`src/rtl/parallel_rmw_bridge_pkg.sv`:
```
// Shared definitions for the parallel-interface request bridge:
// FSM state encodings and byte-lane geometry.
package parallel_rmw_bridge_pkg;

    localparam int DATA_WIDTH = 32;
    localparam int LANES      = 4;

    typedef enum logic [2:0] {
        ST_IDLE    = 3'd0,
        ST_RD      = 3'd1,
        ST_WR      = 3'd2,
        ST_RMW_RD  = 3'd3,
        ST_RMW_GAP = 3'd4,
        ST_RMW_WR  = 3'd5,
        ST_DONE    = 3'd6
    } state_t;

endpackage

```
`src/rtl/parallel_rmw_bridge_byte_lane_merge.sv`:
```
// Combinational byte-lane merge: each lane takes the new word where its
// enable is set, otherwise keeps the old word.
module byte_lane_merge
    import parallel_rmw_bridge_pkg::*;
(
    input  logic [DATA_WIDTH-1:0] old_word,
    input  logic [DATA_WIDTH-1:0] new_word,
    input  logic [LANES-1:0]      be,
    output logic [DATA_WIDTH-1:0] merged
);

    // Per-lane select between old and new data
    always_comb begin
        merged = old_word;
        for (int i = 0; i < LANES; i++) begin
            if (be[i]) begin
                merged[8*i +: 8] = new_word[8*i +: 8];
            end else begin
                merged[8*i +: 8] = old_word[8*i +: 8];
            end
        end
    end

endmodule

```
`src/rtl/parallel_rmw_bridge.sv`:
```
// CPU-side bridge onto the 32-bit parallel device bus port: serialises
// byte-enabled requests into whole-word transactions, using read-modify-write for partial writes.
module parallel_rmw_bridge
    import parallel_rmw_bridge_pkg::*;
#(
    parameter int ADDR_WIDTH = 24,
    parameter bit RMW_ENABLE = 1'b1
) (
    input  logic                  clk_bus,
    input  logic                  rst_n,
    input  logic [ADDR_WIDTH-1:0] cpu_address,
    input  logic [31:0]           cpu_data_i,
    input  logic [3:0]            cpu_byte_en,
    input  logic                  cpu_read,
    input  logic                  cpu_write,
    output logic [31:0]           cpu_data_o,
    output logic                  cpu_stall,
    output logic [ADDR_WIDTH-1:0] ifce_address,
    output logic [31:0]           ifce_data_o,
    output logic                  ifce_read,
    output logic                  ifce_write,
    input  logic [31:0]           ifce_data_i,
    input  logic                  ifce_stall
);

    state_t                state_r;
    state_t                state_s;
    logic [ADDR_WIDTH-1:0] addr_r;
    logic [31:0]           data_r;
    logic [3:0]            be_r;
    logic [31:0]           cpu_data_r;
    logic                  ifce_read_r;
    logic                  ifce_write_r;
    logic                  accept_s;
    logic                  complete_s;
    logic [31:0]           merged_s;

    assign accept_s   = (state_r == ST_IDLE) & (cpu_read | cpu_write);
    assign complete_s = (ifce_read_r | ifce_write_r) & ~ifce_stall;
    assign cpu_stall  = (cpu_read | cpu_write) & (state_r != ST_DONE);

    assign cpu_data_o   = cpu_data_r;
    assign ifce_address = addr_r;
    assign ifce_data_o  = data_r;
    assign ifce_read    = ifce_read_r;
    assign ifce_write   = ifce_write_r;

    byte_lane_merge u_merge (
        .old_word (ifce_data_i),
        .new_word (data_r),
        .be       (be_r),
        .merged   (merged_s)
    );

    // Next-state decode
    always_comb begin
        state_s = state_r;
        case (state_r)
            ST_IDLE: begin
                if (cpu_read) begin
                    state_s = ST_RD;
                end else if (cpu_write) begin
                    // An empty lane mask is acknowledged without touching the device
                    if (cpu_byte_en == 4'h0) begin
                        state_s = ST_DONE;
                    end else if ((cpu_byte_en == 4'hF) || (RMW_ENABLE == 1'b0)) begin
                        state_s = ST_WR;
                    end else begin
                        state_s = ST_RMW_RD;
                    end
                end else begin
                    state_s = ST_IDLE;
                end
            end
            ST_RD, ST_WR, ST_RMW_WR: begin
                if (complete_s) begin
                    state_s = ST_DONE;
                end else begin
                    state_s = state_r;
                end
            end
            ST_RMW_RD: begin
                if (complete_s) begin
                    state_s = ST_RMW_GAP;
                end else begin
                    state_s = ST_RMW_RD;
                end
            end
            ST_RMW_GAP: state_s = ST_RMW_WR;
            ST_DONE:    state_s = ST_IDLE;
            default:    state_s = ST_IDLE;
        endcase
    end

    // FSM state register
    always_ff @(posedge clk_bus or negedge rst_n) begin
        if (!rst_n) begin
            state_r <= ST_IDLE;
        end else begin
            state_r <= state_s;
        end
    end

    // Latched request, merged word, read return and registered bus strobes
    always_ff @(posedge clk_bus or negedge rst_n) begin
        if (!rst_n) begin
            addr_r       <= {ADDR_WIDTH{1'b0}};
            data_r       <= 32'h0000_0000;
            be_r         <= 4'h0;
            cpu_data_r   <= 32'h0000_0000;
            ifce_read_r  <= 1'b0;
            ifce_write_r <= 1'b0;
        end else begin
            if (accept_s) begin
                addr_r <= cpu_address;
                data_r <= cpu_data_i;
                be_r   <= cpu_byte_en;
            end else if ((state_r == ST_RMW_RD) && complete_s) begin
                data_r <= merged_s;
            end
            if ((state_r == ST_RD) && complete_s) begin
                cpu_data_r <= ifce_data_i;
            end
            // Strobes follow the next state, so they drop the cycle after completion
            ifce_read_r  <= (state_s == ST_RD) || (state_s == ST_RMW_RD);
            ifce_write_r <= (state_s == ST_WR) || (state_s == ST_RMW_WR);
        end
    end

endmodule

```
`config.mk`:
```
export PLATFORM = sky130hd
export DESIGN_NAME = parallel_rmw_bridge
export DESIGN_NICKNAME = d
export VERILOG_FILES = /design/src/rtl/parallel_rmw_bridge_pkg.sv /design/src/rtl/parallel_rmw_bridge_byte_lane_merge.sv /design/src/rtl/parallel_rmw_bridge.sv
export SDC_FILE = /design/constraint.sdc
export NUM_CORES = 1
export LEC_CHECK = 0
export ABC_AREA = 1
export CAP_MARGIN = 20
export CELL_PAD_IN_SITES_DETAIL_PLACEMENT = 1
export CELL_PAD_IN_SITES_GLOBAL_PLACEMENT = 2
export CORE_MARGIN = 4
export CORE_UTILIZATION = 25
export CTS_BUF_LIST = sky130_fd_sc_hd__clkbuf_4 sky130_fd_sc_hd__clkbuf_8
export CTS_CLUSTER_DIAMETER = 200
export DETAILED_ROUTE_END_ITERATION = 8
export PLACE_DENSITY_LB_ADDON = 0.1
export SYNTH_ARGS = -nofsm -noshare
export SYNTH_HDL_FRONTEND = slang
export SYNTH_SLANG_ARGS = --single-unit
```
`constraint.sdc`:
```
create_clock -name clk_bus -period 2 [get_ports clk_bus]
set_input_delay 0.6 -clock clk_bus [delete_from_list [all_inputs] [get_ports clk_bus]]
set_output_delay 0.6 -clock clk_bus [all_outputs]
set_load 0.02 [all_outputs]
```
# Word level (Yosys, flattened, before mapping)
# Index checks and enable logic that the tools add are counted.
[word_totals] input_bits=97 word_cells=56 ff_bits=97
[op_classes] n_eq_ne=15 n_bitwise=6 reduce_logical=12 n_mux=13
[op_table] op="32-bit two-way mux" n=2
[op_table] op="8-bit two-way mux" n=4
[op_table] op="3-bit two-way mux" n=5
[op_table] op="3-bit by 2-bit == test with 1-bit output, second input constant" n=4
[op_table] op="3-bit one-hot mux with 4 select lines" n=1
[op_table] op="3-bit == test, second input constant" n=3
[op_table] op="2-bit by 1-bit != test with 1-bit output, second input constant" n=4
[op_table] op="2-bit AND reduction" n=4
[op_table] op="3-bit by 1-bit == test with 1-bit output, second input constant" n=2
[op_table] op="4-bit == test, second input constant" n=1
[op_table] op="4-bit zero test" n=1
[op_table] op="1-bit bitwise AND" n=3
[op_table] op="3-bit zero test" n=1
[op_table] op="3-bit != test, second input constant" n=1
[op_table] op="3-bit OR reduction" n=1
[op_table] op="1-bit logical AND" n=2
[op_table] op="1-bit logical OR" n=2
[op_table] op="1-bit OR" n=2
[op_table] op="2-bit nonzero test" n=1
[op_table] op="1-bit two-way mux" n=1
[op_table] op="1-bit NOT" n=1

# Logic depth before layout (Yosys ltp)
[logic_depth] depth_word=8 ltp_mapped=9

# Hierarchy
# A second synthesis with hierarchy kept.
[hier_totals] cells_unflattened=499 area_unflattened_um2=4588.2
[modules_own_cells] mod="parallel_rmw_bridge" area_per_inst_um2=4167.7 cells_each=395 n_inst=1 seq_area_each_um2=2427.3
[modules_own_cells] mod="byte_lane_merge" area_per_inst_um2=420.4 cells_each=104 n_inst=1 seq_area_each_um2=0.0

# Worst setup path after synthesis
# Ideal clock, no wire load.
[synth_path] kind="in2reg" start="in ifce_stall" end="reg data_r[1] (netlist: ifce_data_o[1])" stages=7 t_arrival_ps=1416 slack_ps=449 setup_time_ps=134 path_cell_list="nor2_1 > nand2_1 > nand2_2 > o21ai_2 > buf_6 > nand2_1 > o21ai_0"
[synth_via] elab_chain_len=5
[synth_rtl] item="from (decl)" line_no="parallel_rmw_bridge.sv:23" text="input logic ifce_stall"
[synth_rtl] item="1-bit NOT" line_no="parallel_rmw_bridge.sv:39" text="assign complete_s = (ifce_read_r | ifce_write_r) & ~ifce_stall;"
[synth_rtl] item="1-bit bitwise AND" line_no="parallel_rmw_bridge.sv:39"
[synth_rtl] item="1-bit logical AND" line_no="parallel_rmw_bridge.sv:118" text="end else if ((state_r == ST_RMW_RD) && complete_s) begin"
[synth_rtl] item="2-bit nonzero test (no source line)"
[synth_rtl] item="2-bit AND reduction (no source line)"
[synth_rtl] item="to (signal assigned)" line_no="parallel_rmw_bridge.sv:116" text="data_r <= cpu_data_i;"
[synth_rtl] item="to (signal assigned)" line_no="parallel_rmw_bridge.sv:119" text="data_r <= merged_s;"
[synth_rtl] item="to (decl)" line_no="parallel_rmw_bridge.sv:29" text="logic [31:0] data_r;"
# Every way passes these cells.
# A chain may end at the register's enable or synchronous reset.

# Final worst setup path
[layout_path] start="reg cpu_data_r[1] (netlist: cpu_data_o[1])" end="out cpu_data_o[1]"
[layout_rtl] item="from (decl)" line_no="parallel_rmw_bridge.sv:31" text="logic [31:0] cpu_data_r;"
[layout_rtl] item="from (signal assigned)" line_no="parallel_rmw_bridge.sv:122" text="cpu_data_r <= ifce_data_i;"
[layout_rtl] item="to (decl)" line_no="parallel_rmw_bridge.sv:16" text="output logic [31:0] cpu_data_o,"
# No word-level cell between the ends.

==> results.py <==
metrics = {
    "finish": {
        "design.final.nets": 742,
        "layout-area-overhead-vs-synth_pct": 58.7,
        "drive_gt1_share_pct": 11.7,
        "antennaDiodeCount": 0,
        "fill_cells": 1868,
    },
    "worst_setup_path": {
        "crit_path_max_incr_delay_ps": 610,
        "timing_worst_setup_path_type": "reg2out",
        "worst_path_dominant_cell_family": "buffers and inverters",
        "crit_fanout": 2,
        "worst_ep_required_time_ps": 1400,
        "worstPathBufferInverterCount": 1,
        "setup.worst_path.start_class": "flip-flop",
        "critical_path.slowest_cell": "sky130_fd_sc_hd__clkdlybuf4s50_1",
        "crit_path_cell_trace": "clkdlybuf4s50_1",
        "worst-endpoint-arrival_ps": 1340,
        "critPathCaptureType": "output pin",
    },
    "clock_tree": {
        "clk_pin_slew_worst_paths_ps": 100,
        "ctsLongestPathBuffers": 2,
        "clock_latency_on_the_worst_skew_pair_ps": 370,
        "clock-root-buffer": "sky130_fd_sc_hd__clkbuf_8",
        "h-tree-depth": 3,
        "post_cts_buffers": 0,
        "cts-hold-fix-buffers": 0,
        "sink_count_of_the_clock_tree": 97,
        "cts_tree": "yes",
        "number_of_cts_inserted_buffers": 9,
    },
    "route": {
        "post_drt_wl_per_cell_um": 16.4,
        "postRouteAntennaNets": 0,
        "detailedRoute.firstIterationViolations": 131,
        "drtPass1Iterations": 4,
        "route.final.wire_length_um": 14200,
        "vias_per_cell": 4.23,
        "remaining_drc_errors": 0,
        "num_vias": 3680,
    },
    "timing": {
        "timing.fmax_ghz": 0.514,
        "hold_violations": 0,
        "min_period_over_period_pct": 97.2,
        "total_count_of_max_transition_violations_in_the_final_report": 0,
        "final-setup-viol-count": 0,
        "max_slew.worst_pin.slew_ps": 604,
        "max_slew_margin_pct": 59.8,
        "post-route-min-period_ps": 1940,
        "rsz0062_at_grt": "yes",
        "finalClockSkew_ps": 10.9,
        "fin_worst_hold_slack_ps": 159,
    },
    "grt": {
        "pin_count_of_the_biggest_net_entering_global_routing": 41,
        "number_of_antenna_violations_at_the_first_check_in_global_routing": 0,
        "first_pass_grt_wire_length_um": 22800,
        "grt.total_usage_pct": 14.8,
        "grt_overflow_total": 0,
        "via_count_of_the_first_global_routing_pass": 4046,
    },
    "logic_synthesis": {
        "yosys_warnings": 0,
        "synth.distinct_cells": 23,
        "synthesis.nets": 540,
        "synth-seq-area-share_pct": 56.8,
        "syn_avg_cell_area_um2": 9.64,
        "synth-seq-cells": 97,
        "synth.cell_area_um2": 4270,
        "synthesis.instances": 443,
    },
    "flow_run": {
        "max-cap-violations": 0,
    },
    "pwr": {
        "peakVddDrop_mv": 0.508,
        "total_power_mw": 10.4,
        "leakagePower_nw": 3.68,
        "pwr_density_cell_nw_per_um2": 1530,
    },
    "floorplan": {
        "die_height_um": 139,
        "pin_count": 188,
        "std_cell_rows": 47,
        "floorplan.die.width_um": 139,
        "floorplan.die_area_um2": 19200,
        "core_region_area_um2": 16600,
        "initial_core_utilization_pct": 25.7,
    },
    "placement": {
        "place.detailed.hpwl_um": 10700,
        "globalplace.congestion": 0.759,
        "port_buffers": 187,
    },
    "run_status": {
        "status": "complete, no violations",
    },
    "worst_hold_path": {
        "hold_class": "in2async",
    },
}
[where the power goes]
group / internal [mW] / leakage [nW] / switching, mW
logic: 2.52 / 2.38 / 3.15
clock network: 0.593 / 0.102 / 0.716
registers: 2.92 / 1.20 / 0.475
total: 6.03 / 3.68 / 4.34
[worst register-to-register path: stages (launching register included)]
cell and delay (ps):
sky130_fd_sc_hd__dfrtp_1 390, sky130_fd_sc_hd__buf_4 160, sky130_fd_sc_hd__nor3_4 270, sky130_fd_sc_hd__nand2_2 150
sky130_fd_sc_hd__buf_4 170, sky130_fd_sc_hd__nand2_2 160, sky130_fd_sc_hd__o21ai_2 230, sky130_fd_sc_hd__nand2_1 110
sky130_fd_sc_hd__o21ai_0 100
[layout make-up]
class / instances / area [µm²] / share of cell area, %
Sequential cell: 97 / 2430 / 35.8
Clock buffer: 13 / 179 / 2.64
Inverter: 23 / 86.3 / 1.27
Tap cell: 220 / 275 / 4.06
Multi-Input combinational cell: 303 / 1620 / 23.9
Timing Repair Buffer: 211 / 2170 / 32.1
Clock inverter: 3 / 21.3 / 0.314
[routing by layer]
metal | track usage [%] | vias up | part of all wire (%)
met1 | 19.6 | 1733 | 46
met3 | 3.93 | 11 | 5.4
met5 | 0 | - | 0
met2 | 23.7 | 110 | 47
li1 | - | 1826 | -
met4 | 4.63 | 0 | 1.3
[through the flow]
step | TNS, ps | cell area (µm²) | instances | setup slack [ps] | util [%]
after floorplan | 0 | 4270 | 443 | 449 | -
final | 0 | 6780 | 870 | 56.1 | 40.7
after global routing | -124 | 6780 | 870 | -36.7 | 40.7
after global placement | -10990 | 6500 | 854 | -546 | 39.0
after CTS | 0 | 6660 | 870 | 0.00677 | 40.0
after detailed placement | -14260 | 6500 | 854 | -536 | 39.0
[cell usage after synthesis, drive strengths merged]
cell type / instances / area [µm²]
nand3: 6 / 30.0
nand2: 153 / 594
nor3: 1 / 16.3
or2: 23 / 144
nand4: 2 / 12.5
inv: 23 / 86.3
nor2: 13 / 51.3
clkbuf: 2 / 7.51
a21oi: 2 / 10.0
o21ai: 79 / 403
buf: 18 / 140
dfrtp: 97 / 2430
mux2: 23 / 342
o21bai: 1 / 7.51
[worst paths after layout]
path / slack, ps / to / cells after the start / start
max in group asynchronous: 1260 / ifce_address[9] / 2 / rst_n
max: 60 / cpu_data_o[1] / 1 / cpu_data_o[1]
max reg2reg: 140 / ifce_data_o[1] / 8 / state_r[1]
min in group clk_bus: 480 / ifce_address[2] / 2 / ifce_address[2]
min reg2reg: 480 / ifce_address[2] / 2 / ifce_address[2]
min: 160 / cpu_data_o[7] / 1 / rst_n
[layout by cell type, fill, tap and decap left out, drive strengths merged]
master | Yosys | routed
nor2 | 13 | 13
nand4 | 2 | 2
buf | 18 | 26
mux2 | 23 | 23
clkinv | 0 | 1
clkinvlp | 0 | 1
a21oi | 2 | 2
inv | 23 | 24
dfrtp | 97 | 97
clkbuf | 2 | 13
clkdlybuf4s50 | 0 | 111
o21ai | 79 | 79
or2 | 23 | 23
nor3 | 1 | 1
o21bai | 1 | 1
dlygate4sd2 | 0 | 30
nand3 | 6 | 6
nand2 | 153 | 153
dlymetal6s2s | 0 | 44
[kinds of logic after synthesis]
group,share of synthesized area (%)
flip-flops,56.8
buffers and inverters,5.48
AND/OR/NAND/NOR,19.9
multiplexers,8.00
AO/OA/AOI/OAI,9.84
[sequential cells by signal, indices dropped and copies added (netlist names)]
signal	flops
be_r	4
cpu_data_o	32
ifce_address	24
ifce_data_o	32
ifce_read	1
ifce_write	1
state_r	3
[repair_timing]
action / in CTS / in global routing
gates cloned: 0 / 0
gates resized for setup: 37 / 45
hold endpoints to repair: 0 / 0
setup endpoints to repair: 29 / 53
pin swaps: 1 / 0
Note: power is estimated with default switching activity, not from simulation.
